**src/rtl/boe_result_rx_if.sv**
```systemverilog
// Input-side bundle for the BOE result receiver.
// The upstream producer drives the frame start and the result words; the receiver only listens.
interface boe_result_rx_if #(
  parameter int DW = 8
);
  logic          start;
  logic [2:0]    data_num;
  logic          res_valid;
  logic [DW+2:0] result;

  modport master (
    output start,
    output data_num,
    output res_valid,
    output result
  );

  modport slave (
    input start,
    input data_num,
    input res_valid,
    input result
  );
endinterface

```
**src/rtl/boe_result_rx.sv**
```systemverilog
// Receive-side parser and checker for one BOE result frame.
// A frame is a sum word, then a max word, then N sorted element words.
module boe_result_rx #(
  parameter int MAX_N = 6,
  parameter int DW    = 8
) (
  input  logic                  clk,
  input  logic                  rst,
  boe_result_rx_if.slave        bus,
  output logic                  busy,
  output logic                  frame_done,
  output logic [DW+2:0]         sum_out,
  output logic [DW-1:0]         max_out,
  output logic [MAX_N*DW-1:0]   elems_out,
  output logic                  err_sum,
  output logic                  err_max,
  output logic                  err_order,
  output logic                  err_range,
  output logic                  err_frame
);

  typedef enum logic [2:0] {
    IDLE,
    SUM,
    MAX,
    ELEM,
    DONE
  } state_t;

  localparam logic [2:0] MAX_N3 = 3'(MAX_N);

  state_t        state;
  logic [2:0]    n;
  logic [2:0]    k;
  logic [DW+2:0] acc;
  logic          zero_seen;
  logic [DW-1:0] prev;

  logic [DW-1:0] elem_byte;
  logic [DW+2:0] acc_next;
  logic          zero_next;
  logic [DW-1:0] elem0_next;
  logic          last_elem;
  logic          num_ok;

  // The consistency checks must see the word accepted on the same edge that enters DONE.
  always_comb begin
    elem_byte  = bus.result[DW-1:0];
    acc_next   = acc + {3'b000, elem_byte};
    zero_next  = zero_seen | (elem_byte == '0);
    elem0_next = (k == 3'd0) ? elem_byte : elems_out[DW-1:0];
    last_elem  = (k == n - 3'd1);
    num_ok     = (bus.data_num != 3'd0) && (bus.data_num <= MAX_N3);
  end

  always_ff @(posedge clk) begin
    if (rst) begin
      state      <= IDLE;
      n          <= '0;
      k          <= '0;
      acc        <= '0;
      zero_seen  <= 1'b0;
      prev       <= '0;
      busy       <= 1'b0;
      frame_done <= 1'b0;
      sum_out    <= '0;
      max_out    <= '0;
      elems_out  <= '0;
      err_sum    <= 1'b0;
      err_max    <= 1'b0;
      err_order  <= 1'b0;
      err_range  <= 1'b0;
      err_frame  <= 1'b0;
    end else begin
      frame_done <= 1'b0;
      case (state)
        IDLE: begin
          if (bus.start) begin
            busy      <= 1'b1;
            err_sum   <= 1'b0;
            err_max   <= 1'b0;
            err_order <= 1'b0;
            err_range <= 1'b0;
            if (num_ok) begin
              n         <= bus.data_num;
              k         <= '0;
              acc       <= '0;
              zero_seen <= 1'b0;
              prev      <= '0;
              elems_out <= '0;
              err_frame <= 1'b0;
              state     <= SUM;
            end else begin
              err_frame  <= 1'b1;
              frame_done <= 1'b1;
              state      <= DONE;
            end
          end
        end

        SUM, MAX, ELEM: begin
          if (bus.start) begin
            // Abort keeps the partial capture but the sum/max checks are meaningless.
            err_frame  <= 1'b1;
            err_sum    <= 1'b0;
            err_max    <= 1'b0;
            frame_done <= 1'b1;
            state      <= DONE;
          end else if (bus.res_valid) begin
            if (state == SUM) begin
              sum_out <= bus.result;
              state   <= MAX;
            end else if (state == MAX) begin
              max_out <= elem_byte;
              k       <= '0;
              state   <= ELEM;
            end else begin
              elems_out[k*DW +: DW] <= elem_byte;
              acc       <= acc_next;
              zero_seen <= zero_next;
              prev      <= elem_byte;
              if (bus.result[DW+2:DW] != 3'b000)
                err_range <= 1'b1;
              if ((k != 3'd0) && (elem_byte > prev))
                err_order <= 1'b1;
              if (last_elem) begin
                err_sum    <= (acc_next != sum_out);
                err_max    <= zero_next ? (max_out != '0) : (max_out != elem0_next);
                frame_done <= 1'b1;
                state      <= DONE;
              end else begin
                k <= k + 3'd1;
              end
            end
          end
        end

        DONE: begin
          busy  <= 1'b0;
          state <= IDLE;
        end

        default: begin
          busy  <= 1'b0;
          state <= IDLE;
        end
      endcase
    end
  end

endmodule
```
**src/flat_wrapper.sv**
```systemverilog
// flat-port wrapper written by rule: the top's interface ports become plain ports
module boe_result_rx_flat 
#(
  parameter int MAX_N = 6,
  parameter int DW    = 8
)
  (clk, rst, busy, frame_done, sum_out, max_out, elems_out, err_sum, err_max, err_order, err_range, err_frame, bus_start, bus_data_num, bus_res_valid, bus_result);
  boe_result_rx_if #(.DW(DW)) bus_i ();
  input  logic clk;
  input  logic rst;
  output logic busy;
  output logic frame_done;
  output logic [DW+2:0] sum_out;
  output logic [DW-1:0] max_out;
  output logic [MAX_N*DW-1:0] elems_out;
  output logic err_sum;
  output logic err_max;
  output logic err_order;
  output logic err_range;
  output logic err_frame;
  input wire logic [$bits(bus_i.start)-1:0] bus_start;
  input wire logic [$bits(bus_i.data_num)-1:0] bus_data_num;
  input wire logic [$bits(bus_i.res_valid)-1:0] bus_res_valid;
  input wire logic [$bits(bus_i.result)-1:0] bus_result;
  assign bus_i.start = bus_start;
  assign bus_i.data_num = bus_data_num;
  assign bus_i.res_valid = bus_res_valid;
  assign bus_i.result = bus_result;
  boe_result_rx #(.MAX_N(MAX_N), .DW(DW)) u_core (.clk(clk), .rst(rst), .bus(bus_i), .busy(busy), .frame_done(frame_done), .sum_out(sum_out), .max_out(max_out), .elems_out(elems_out), .err_sum(err_sum), .err_max(err_max), .err_order(err_order), .err_range(err_range), .err_frame(err_frame));
endmodule
```
**config.mk**
```make
export PLATFORM = sky130hd
export DESIGN_NAME = boe_result_rx_flat
export DESIGN_NICKNAME = d
export VERILOG_FILES = /design/src/rtl/boe_result_rx_if.sv /design/src/rtl/boe_result_rx.sv /design/src/flat_wrapper.sv
export SDC_FILE = /design/constraint.sdc
export NUM_CORES = 1
export LEC_CHECK = 0
export ABC_AREA = 1
export BUFFER_PORTS_ARGS = -buffer_cell sky130_fd_sc_hd__buf_2
export CORE_ASPECT_RATIO = 0.75
export CORE_MARGIN = 1.5
export CORE_UTILIZATION = 45
export CTS_CLUSTER_SIZE = 24
export DETAILED_ROUTE_END_ITERATION = 10
export PLACE_DENSITY_LB_ADDON = 0.2
export SYNTH_ARGS = -nofsm -noshare
export SYNTH_HDL_FRONTEND = slang
export SYNTH_SLANG_ARGS = --single-unit
export TNS_END_PERCENT = 1
```
**constraint.sdc**
```tcl
create_clock -name clk -period 3 [get_ports clk]
set_clock_uncertainty 0.15 [all_clocks]
set_input_delay 0.3 -clock clk [delete_from_list [all_inputs] [get_ports clk]]
set_output_delay 0.3 -clock clk [all_outputs]
set_load 0.05 [all_outputs]
```
==> results of run 1 <==
-- worst reg2reg max path, delay by kind of cell (launching register included) --
kind	cells	cell delay [ns]
simple gates	4	0.83
compound gates	1	0.17
buf+inv	3	0.36
fa+ha+maj	2	0.52
flops	1	0.51
-- worst min-delay path by stage --
stage                     slack (ns)  depth (start not counted)                    to                  from
final                           0.07                          3           u_core.n[2]       bus_data_num[2]
after global routing            0.07                          3           u_core.n[2]       bus_data_num[2]
after CTS                       0.05                          3           u_core.n[2]       bus_data_num[2]
after detailed placement        0.30                          2  u_core.elems_out[20]  u_core.elems_out[20]
after global placement          0.30                          2      u_core.zero_seen      u_core.zero_seen
after floorplan                 0.28                          2           u_core.n[1]           u_core.n[1]
-- area by class of cell --
cell class                      count  area, µm²  share of cell area
Timing Repair Buffer              105        561              0.0892
Clock buffer                       12        267              0.0424
Tap cell                          162        203              0.0322
Sequential cell                   103       2060               0.328
Clock inverter                      4       51.3             0.00816
Multi-Input combinational cell    550       2810               0.448
Inverter                           87        329              0.0523
-- power by group --
group | total [mW] | leakage (nW) | switching [mW] | internal [mW]
registers | 1.64 | 0.835 | 0.124 | 1.52
logic | 2.22 | 1.83 | 1.62 | 0.603
clock network | 1.25 | 0.155 | 0.531 | 0.717
total | 5.11 | 2.81 | 2.27 | 2.84
-- state kept, by name, summed over array words and instances, names as in the netlist --
name and cells:
u_core.max_out 8, u_core.frame_done 1, u_core.k 3, u_core.state 3, u_core.err_max 1, u_core.zero_seen 1, u_core.err_sum 1, u_core.elems_out 48
u_core.acc 11, u_core.err_range 1, u_core.err_order 1, u_core.sum_out 11, u_core.prev 8, u_core.n 3, u_core.err_frame 1, u_core.busy 1
-- through the flow --
stage	util	cells	area, µm²
after global routing	0.543	1023	6290
after global placement	0.516	1007	5970
after detailed placement	0.516	1007	5970
after CTS	0.543	1023	6290
final	0.543	1023	6290
after floorplan	-	769	5330
-- cells by family (layout without fill, tap and decap cells) --
logic type | Yosys count | count (layout) | share of synthesized area
AOI/OAI and AO/OA | 162 | 162 | 0.163
xor gates and xnor gates | 9 | 9 | 0.0174
DFF | 103 | 103 | 0.387
and+or+nand+nor | 358 | 358 | 0.297
adders and majority gates | 21 | 21 | 0.0508
buffers and inverters | 116 | 208 | 0.0843
-- placed cells by master, fill, tap and decap left out, types with 5 or more instances in the layout --
master	n
nor3_1	13
buf_2	91
ha_1	20
inv_1	79
nor2_1	45
inv_2	6
buf_4	14
a21oi_1	103
clkbuf_16	9
nand2_1	194
o21ai_0	33
dfxtp_1	102
nand3_1	67
o21ai_1	7
xnor2_1	5
nand4_1	21
-- routing by layer --
metal / wire length (µm) / vias to the layer above
li1: - / 2721
met1: 7490 / 2574
met2: 6920 / 213
met3: 1350 / 19
met4: 235 / 0
met5: 0 / -
-- timing repair --
item	in CTS	in global routing
setup endpoints to repair	0	8
setup buffers	0	0
resized for setup	0	1
==> results.json, run 1 <==
{
  "finalPower_mw": 5.11,
  "first_global_vias": 5013,
  "async_flop_share": 0,
  "ant_nets": 0,
  "synth-seq-cells": 103,
  "critPathCaptureType": "flop",
  "drc": 0,
  "leakagePower_nw": 2.81,
  "num-nets-final": 895,
  "use_met2": 0.378,
  "cts.sinks": 103,
  "hold_buffers": 0,
  "regToRegSetupSlack_ns": 0.39,
  "tritoncts": "done",
  "drive_above_1_share": 0.170,
  "via_count": 5527,
  "met3_usage": 0.0617,
  "initial_core_util": 0.460,
  "tns_ns": 0,
  "required_ns": 3.12,
  "top_usage_layer": "met2",
  "fmaxAchievable_ghz": 0.383,
  "grt_usage": 0.257,
  "rsz0062_at_grt": "false",
  "crit_start": "u_core.k[0]",
  "arrival_ns": 2.73,
  "dieArea_um2": 12500,
  "routedWlPerCell_um": 15.6,
  "worstSetupPathType": "flop to flop",
  "routed_wl_mm": 16.0,
  "cts_htree_levels": 3,
  "layout_setup_ws_ns": 0.392,
  "grt_start_max_net_pins": 74,
  "maxSlewHeadroom": 0.354,
  "die_h_um": 97.2,
  "antennaDiodeCount": 0,
  "hold_viol_final": 0,
  "path_clk_slew_ns": 0.07,
  "cp.depth": 10,
  "grt_pass1_wl_mm": 25.3,
  "finalWeightedCongestion": 0.914,
  "synth_top_area_cell": "dfxtp_1",
  "slowest_stage": "dfxtp_2",
  "die_w_um": 129,
  "coreArea_um2": 11600,
  "synth_area_um2": 5330,
  "layout_min_cycle_time_ns": 2.61,
  "syn_inst": 769,
  "synth_edf_count": 0,
  "cts_buffer_depth": 2,
  "yosysUniqueCellTypes": 43,
  "syn_avg_cell_area_um2": 6.92,
  "finalSetupViolCount": 0,
  "cpPeakStageDelay_ns": 0.51,
  "synthDominantCellAreaShare": 0.387,
  "hpwl_mm": 11.7,
  "synth.most_common_cell": "nand2_1",
  "reg2reg_depth": 10,
  "vias_per_cell": 5.40,
  "start_kind": "flop",
  "cp-endpoint": "u_core.elems_out[30]",
  "numCtsBuffers": 9,
  "rows": 34,
  "ys_seq_area_frac": 0.387,
  "synth_common_cells": "nand2_1, a21oi_1, dfxtp_1",
  "io_pins": 92,
  "critical-path-top-delay-family": "simple AND/OR/NAND/NOR gates",
  "synth_ff_type": "dfxtp_1",
  "cts_root_buf": "clkbuf_16",
  "crit_buf_inv": 3,
  "hp-class": "input pin to flop",
  "max_cap_violations": 0,
  "r2r-start": "u_core.k[0]",
  "fillers": 1149,
  "crit_fanout": 15,
  "clk_latency_ns": 0.35,
  "overflow": 0,
  "antenna_found_initial": 0,
  "cp_cell_sequence": "inv_2 > ha_1 > ha_1 > inv_1 > nand3_1 > nor3_1 > inv_1 > nor2_1 > nand3_1 > a21oi_1",
  "ys_warn_count": 0,
  "powerDensity_nw_per_um2": 813,
  "outcome": "finished clean",
  "post-place-ws_ns": 0.266,
  "drtIter0Drc": 407,
  "fin_hold_ws_ns": 0.0697,
  "slew_viol_final": 0,
  "use_met1": 0.366,
  "numPortBuffers": 91,
  "syn-num-nets": 808,
  "ir_worst_vdd_mv": 0.587,
  "ys_top_cells_by_area": "dfxtp_1, nand2_1, a21oi_1",
  "reg2reg_to": "u_core.elems_out[30]",
  "area_growth_pct": 18.1,
  "drt-pass1-iter-count": 5,
  "post-route-period-util": 0.869,
  "worstMarginPinSlew_ns": 0.967
}
Note: power is estimated with default switching activity, not from simulation.
==> run 2: changes to the inputs <==
--- a/config.mk
+++ b/config.mk
@@ -7,9 +7,11 @@
 export LEC_CHECK = 0
 export ABC_AREA = 1
 export BUFFER_PORTS_ARGS = -buffer_cell sky130_fd_sc_hd__buf_2
+export CELL_PAD_IN_SITES_DETAIL_PLACEMENT = 0
+export CELL_PAD_IN_SITES_GLOBAL_PLACEMENT = 1
 export CORE_ASPECT_RATIO = 0.75
 export CORE_MARGIN = 1.5
-export CORE_UTILIZATION = 45
+export CORE_UTILIZATION = 40
 export CTS_CLUSTER_SIZE = 24
 export DETAILED_ROUTE_END_ITERATION = 10
 export PLACE_DENSITY_LB_ADDON = 0.2
==> results.json, run 2 (synthesized netlist as in run 1, its figures left out) <==
{
  "die_h_um": 103,
  "finalSetupViolCount": 0,
  "start_kind": "flop",
  "overflow": 0,
  "numPortBuffers": 91,
  "drc": 0,
  "cts_setup_buffers": 0,
  "hpwl_mm": 12.5,
  "hp-class": "input pin to flop",
  "grt_usage": 0.251,
  "worstMarginPinSlew_ns": 1.08,
  "rows": 36,
  "area_growth_pct": 18.6,
  "rsz0062_at_grt": "false",
  "fmaxAchievable_ghz": 0.397,
  "regMostFlops": "u_core.elems_out",
  "p_int_mw": 2.80,
  "fin_hold_ws_ns": 0.0450,
  "post-place-ws_ns": 0.462,
  "numCtsBuffers": 9,
  "coreArea_um2": 13000,
  "cts_buffer_depth": 2,
  "cts.sinks": 103,
  "ir_worst_vdd_mv": 0.539,
  "power_frac_clock": 0.244,
  "final_cell_mix": "nand2_1, a21oi_1, dfxtp_1, buf_2, inv_1",
  "arrival_ns": 2.65,
  "first_global_vias": 4938,
  "power_frac_comb": 0.442,
  "ant_nets": 0,
  "switching_share": 0.461,
  "via_count": 5416,
  "grt_pass1_wl_mm": 26.7,
  "outcome": "finished clean",
  "initial_core_util": 0.410,
  "io_pins": 92,
  "min_from": "bus_data_num[2]",
  "largest_reg_flops": 48,
  "crit_fanout": 12,
  "critPathCaptureType": "flop",
  "grt_start_max_net_pins": 74,
  "antenna_found_initial": 0,
  "maxSlewHeadroom": 0.276,
  "tritoncts": "done",
  "post_cts_resize_count": 0,
  "required_ns": 3.14,
  "finalWeightedCongestion": 0.914,
  "drtIter0Drc": 416,
  "final_core_util": 0.487,
  "hold_buffers": 0,
  "max_cap_violations": 0,
  "design_area_um2": 6320,
  "post-route-period-util": 0.839,
  "layout_min_cycle_time_ns": 2.52,
  "netSwitchingPower_mw": 2.39,
  "worstSetupPathType": "flop to flop",
  "postPlaceCellArea_um2": 6000,
  "dieArea_um2": 14000,
  "cts_htree_levels": 3,
  "drt-pass1-iter-count": 5,
  "num-nets-final": 898,
  "powerDensity_nw_per_um2": 821,
  "tns_ns": 0,
  "leakagePower_nw": 2.83,
  "power_frac_seq": 0.314,
  "routedWlPerCell_um": 16.6,
  "slew_viol_final": 0,
  "clk_latency_ns": 0.36,
  "r2r-start": "u_core.k[0]",
  "layout_setup_ws_ns": 0.484,
  "routed_wl_mm": 17.2,
  "die_w_um": 136,
  "final_common_cell": "nand2_1",
  "drive_above_1_share": 0.171,
  "crit_start": "u_core.k[0]",
  "vias_per_cell": 5.23,
  "largestRegisters": "u_core.elems_out x48, u_core.acc x11, u_core.sum_out x11",
  "antennaDiodeCount": 0,
  "cts_root_buf": "clkbuf_16",
  "path_clk_slew_ns": 0.08,
  "hold_viol_final": 0
}
[run 2: through the flow]
stage,cells,power [mW]
after floorplan,769,3.31
after global placement,1019,3.89
after detailed placement,1019,3.92
after CTS,1035,5.19
after global routing,1035,5.50
final,1035,5.19
[run 2: worst max-delay path, stage by stage, from the launching register on]
cell	delay (ns)
dfxtp_1	0.35
inv_2	0.11
ha_1	0.22
ha_1	0.38
inv_1	0.13
nor3_1	0.38
inv_1	0.13
nor2_1	0.34
nand3_1	0.13
a21oi_1	0.15
[run 2: metal layers]
metal / GRT usage / vias up / part of all wire
li1: - / 2734 / -
met1: 0.378 / 2476 / 0.52
met2: 0.357 / 186 / 0.40
met3: 0.0467 / 20 / 0.065
met4: 0.0843 / 0 / 0.016
met5: 0 / - / 0
[run 2: final timing paths]
check | end | slack (ns) | depth (start not counted)
min reg2reg | u_core.elems_out[21] | 0.31 | 2
max | u_core.elems_out[29] | 0.48 | 9
max reg2reg | u_core.elems_out[29] | 0.48 | 9
min | u_core.n[2] | 0.05 | 3
[run 2: final cells by class]
class	count	area, µm²
Fill cell	1339	6660
Multi-Input combinational cell	550	2810
Sequential cell	103	2060
Timing Repair Buffer	108	583
Inverter	87	329
Clock buffer	9	225
Tap cell	171	214
Clock inverter	7	88.8
[run 2: power by group through the flow]
stage	Clock (mW)	Sequential, mW	Combinational (mW)
6_report	1.26	1.63	2.29
5_1_grt	1.33	1.65	2.52
4_1_cts	1.29	1.63	2.27
3_5_place_dp	0	1.66	2.26
3_3_place_gp	0	1.66	2.24
2_1_floorplan	0	1.92	1.39
==> run 3: changes to the inputs <==
--- a/config.mk
+++ b/config.mk
@@ -11,7 +11,7 @@
 export CELL_PAD_IN_SITES_GLOBAL_PLACEMENT = 1
 export CORE_ASPECT_RATIO = 0.75
 export CORE_MARGIN = 1.5
-export CORE_UTILIZATION = 40
+export CORE_UTILIZATION = 36
 export CTS_CLUSTER_SIZE = 24
 export DETAILED_ROUTE_END_ITERATION = 10
 export PLACE_DENSITY_LB_ADDON = 0.2
==> constraint.sdc (replaced) <==
create_clock -name clk -period 2.1 [get_ports clk]
set_clock_uncertainty 0.15 [all_clocks]
set_input_delay 0.21 -clock clk [delete_from_list [all_inputs] [get_ports clk]]
set_output_delay 0.21 -clock clk [all_outputs]
set_load 0.05 [all_outputs]
==> results.json, run 3 (synthesized netlist as in run 1, its figures left out) <==
{
  "r2r-start": "u_core.acc[0]",
  "final_core_util": 0.482,
  "min_from": "bus_result[8]",
  "via_count": 5623,
  "post-route-period-util": 1.04,
  "regMostFlops": "u_core.elems_out",
  "cts.sinks": 103,
  "finalWeightedCongestion": 0.879,
  "outcome": "complete, but fails checks",
  "hold_viol_final": 0,
  "cp_cell_sequence": "ha_4 > fa_2 > xnor2_1 > nand2_1 > nor2_2 > nand3_1 > nor2_2 > nand3_1 > nor2_1 > nand2_1 > nand2_1 > a21oi_1",
  "finalPower_mw": 8.20,
  "fmaxAchievable_ghz": 0.456,
  "multi_input_area_um2": 2980,
  "arrival_ns": 2.27,
  "drtIter0Drc": 395,
  "start_kind": "flop",
  "vias_per_cell": 5.03,
  "ir_worst_vdd_mv": 0.741,
  "use_met2": 0.324,
  "grt_pass1_wl_mm": 26.4,
  "drc": 0,
  "finalSetupViolCount": 1,
  "first_global_vias": 5092,
  "grt_start_max_net_pins": 74,
  "largest_reg_flops": 48,
  "cts_buffer_depth": 2,
  "grt_usage": 0.220,
  "clk_latency_ns": 0.35,
  "final_common_cell": "nand2_1",
  "reg2reg_to": "u_core.err_sum",
  "area_growth_pct": 30.7,
  "crit_fanout": 2,
  "top_usage_layer": "met1",
  "cpPeakStageDelay_ns": 0.54,
  "worstSetupPathType": "flop to flop",
  "regToRegSetupSlack_ns": -0.09,
  "slew_viol_final": 0,
  "met3_usage": 0.0372,
  "num-nets-final": 951,
  "rows": 38,
  "io_pins": 92,
  "initial_core_util": 0.368,
  "crit_path_frequent_cell": "nand2_1",
  "layout_min_cycle_time_ns": 2.19,
  "final_cells": 1117,
  "use_met1": 0.334,
  "max_cap_violations": 0,
  "tns_ns": -0.0941,
  "leakagePower_nw": 3.13,
  "rsz0062_at_grt": "true",
  "slowest_stage": "fa_2",
  "cts_root_buf": "clkbuf_16",
  "critPathCaptureType": "flop",
  "routed_wl_mm": 17.1,
  "layout_setup_ws_ns": -0.0941,
  "dp_cells": 1094,
  "crit_start": "u_core.acc[0]",
  "dieArea_um2": 15500,
  "drive_above_1_share": 0.249,
  "numPortBuffers": 91,
  "critical-path-top-delay-family": "simple AND/OR/NAND/NOR gates",
  "tritoncts": "done",
  "hold_end": "u_core.sum_out[8]",
  "die_h_um": 108,
  "final_cell_mix": "nand2_1, a21oi_1, dfxtp_1, buf_2, inv_1",
  "antennaDiodeCount": 0,
  "hpwl_mm": 12.5,
  "cts_htree_levels": 3,
  "antenna_found_initial": 0,
  "powerDensity_nw_per_um2": 1180,
  "numCtsBuffers": 9,
  "routedWlPerCell_um": 15.3,
  "crit_buf_inv": 0,
  "worstMarginPinSlew_ns": 0.499,
  "coreArea_um2": 14500,
  "drt-pass1-iter-count": 8,
  "maxSlewHeadroom": 0.666,
  "largestRegisters": "u_core.elems_out x48, u_core.acc x11, u_core.sum_out x11",
  "overflow": 0,
  "ant_nets": 0,
  "hold_depth": 3,
  "required_ns": 2.18,
  "die_w_um": 143,
  "fin_hold_ws_ns": 0.0183,
  "violations": "setup timing",
  "reg2reg_depth": 12,
  "fillers": 1524,
  "hp-class": "input pin to flop",
  "final-seq-area_um2": 2070,
  "path_clk_slew_ns": 0.07
}
==> run 3: cell types whose count changed in the layout (fill, tap and decap cells not counted), sizes merged <==
cell         before  now
clkbuf            9   13
dlygate4sd3       0    3
nor2             47   48
inv              89   86
buf             108  157
clkinvlp          1    0
==> run 3: area by class of cell <==
class	instances	area share
repair buffers	160	0.147
flip-flops and latches	103	0.298
well taps	200	0.0360
clock buffers	13	0.0388
clock inverters	3	0.00575
multi-input cells	551	0.427
inverters	87	0.0476
==> run 3: worst register-to-register path: cells and delay by family (launching register included) <==
kind | cells | cell delay (ns)
fa+ha+maj | 2 | 0.70
flops | 1 | 0.34
compound gates | 1 | 0.05
simple gates | 8 | 0.72
xor+xnor | 1 | 0.11
==> run 3: repair_timing <==
action / CTS / global route
pin swaps: 3 / 5
setup buffers: 0 / 3
endpoints found under the setup margin: 43 / 64
hold buffers: 3 / 0
resized for setup: 11 / 20
gates cloned: 0 / 1
hold endpoints to repair: 3 / 0
==> run 3: how the worst max path moves through the flow <==
stage	depth (start not counted)	slack, ns	end
floorplan	12	-0.02	u_core.err_sum
global placement	13	-0.22	u_core.err_sum
detailed placement	13	-0.28	u_core.err_sum
CTS	12	-0.16	u_core.err_sum
global route	12	-0.25	u_core.err_sum
finish	12	-0.09	u_core.err_sum
==> run 3: report_power, final <==
group,switching [mW],internal [mW]
Sequential,0.146,2.18
Clock,0.741,1.02
Combinational,2.70,1.41
==> run 3: layer usage <==
metal | vias up | wire length (µm)
met2 | 151 | 7100
met4 | 0 | 121
met1 | 2618 | 9020
met3 | 12 | 897
li1 | 2842 | -
met5 | - | 0
==> run 3: stage by stage <==
| stage | setup WS [ns] | area (µm²) |
|---|---|---|
| after floorplan | -0.0159 | 5430 |
| after global placement | -0.216 | 6480 |
| after detailed placement | -0.283 | 6480 |
| after CTS | -0.164 | 6850 |
| after global routing | -0.250 | 6960 |
| final | -0.0941 | 6960 |
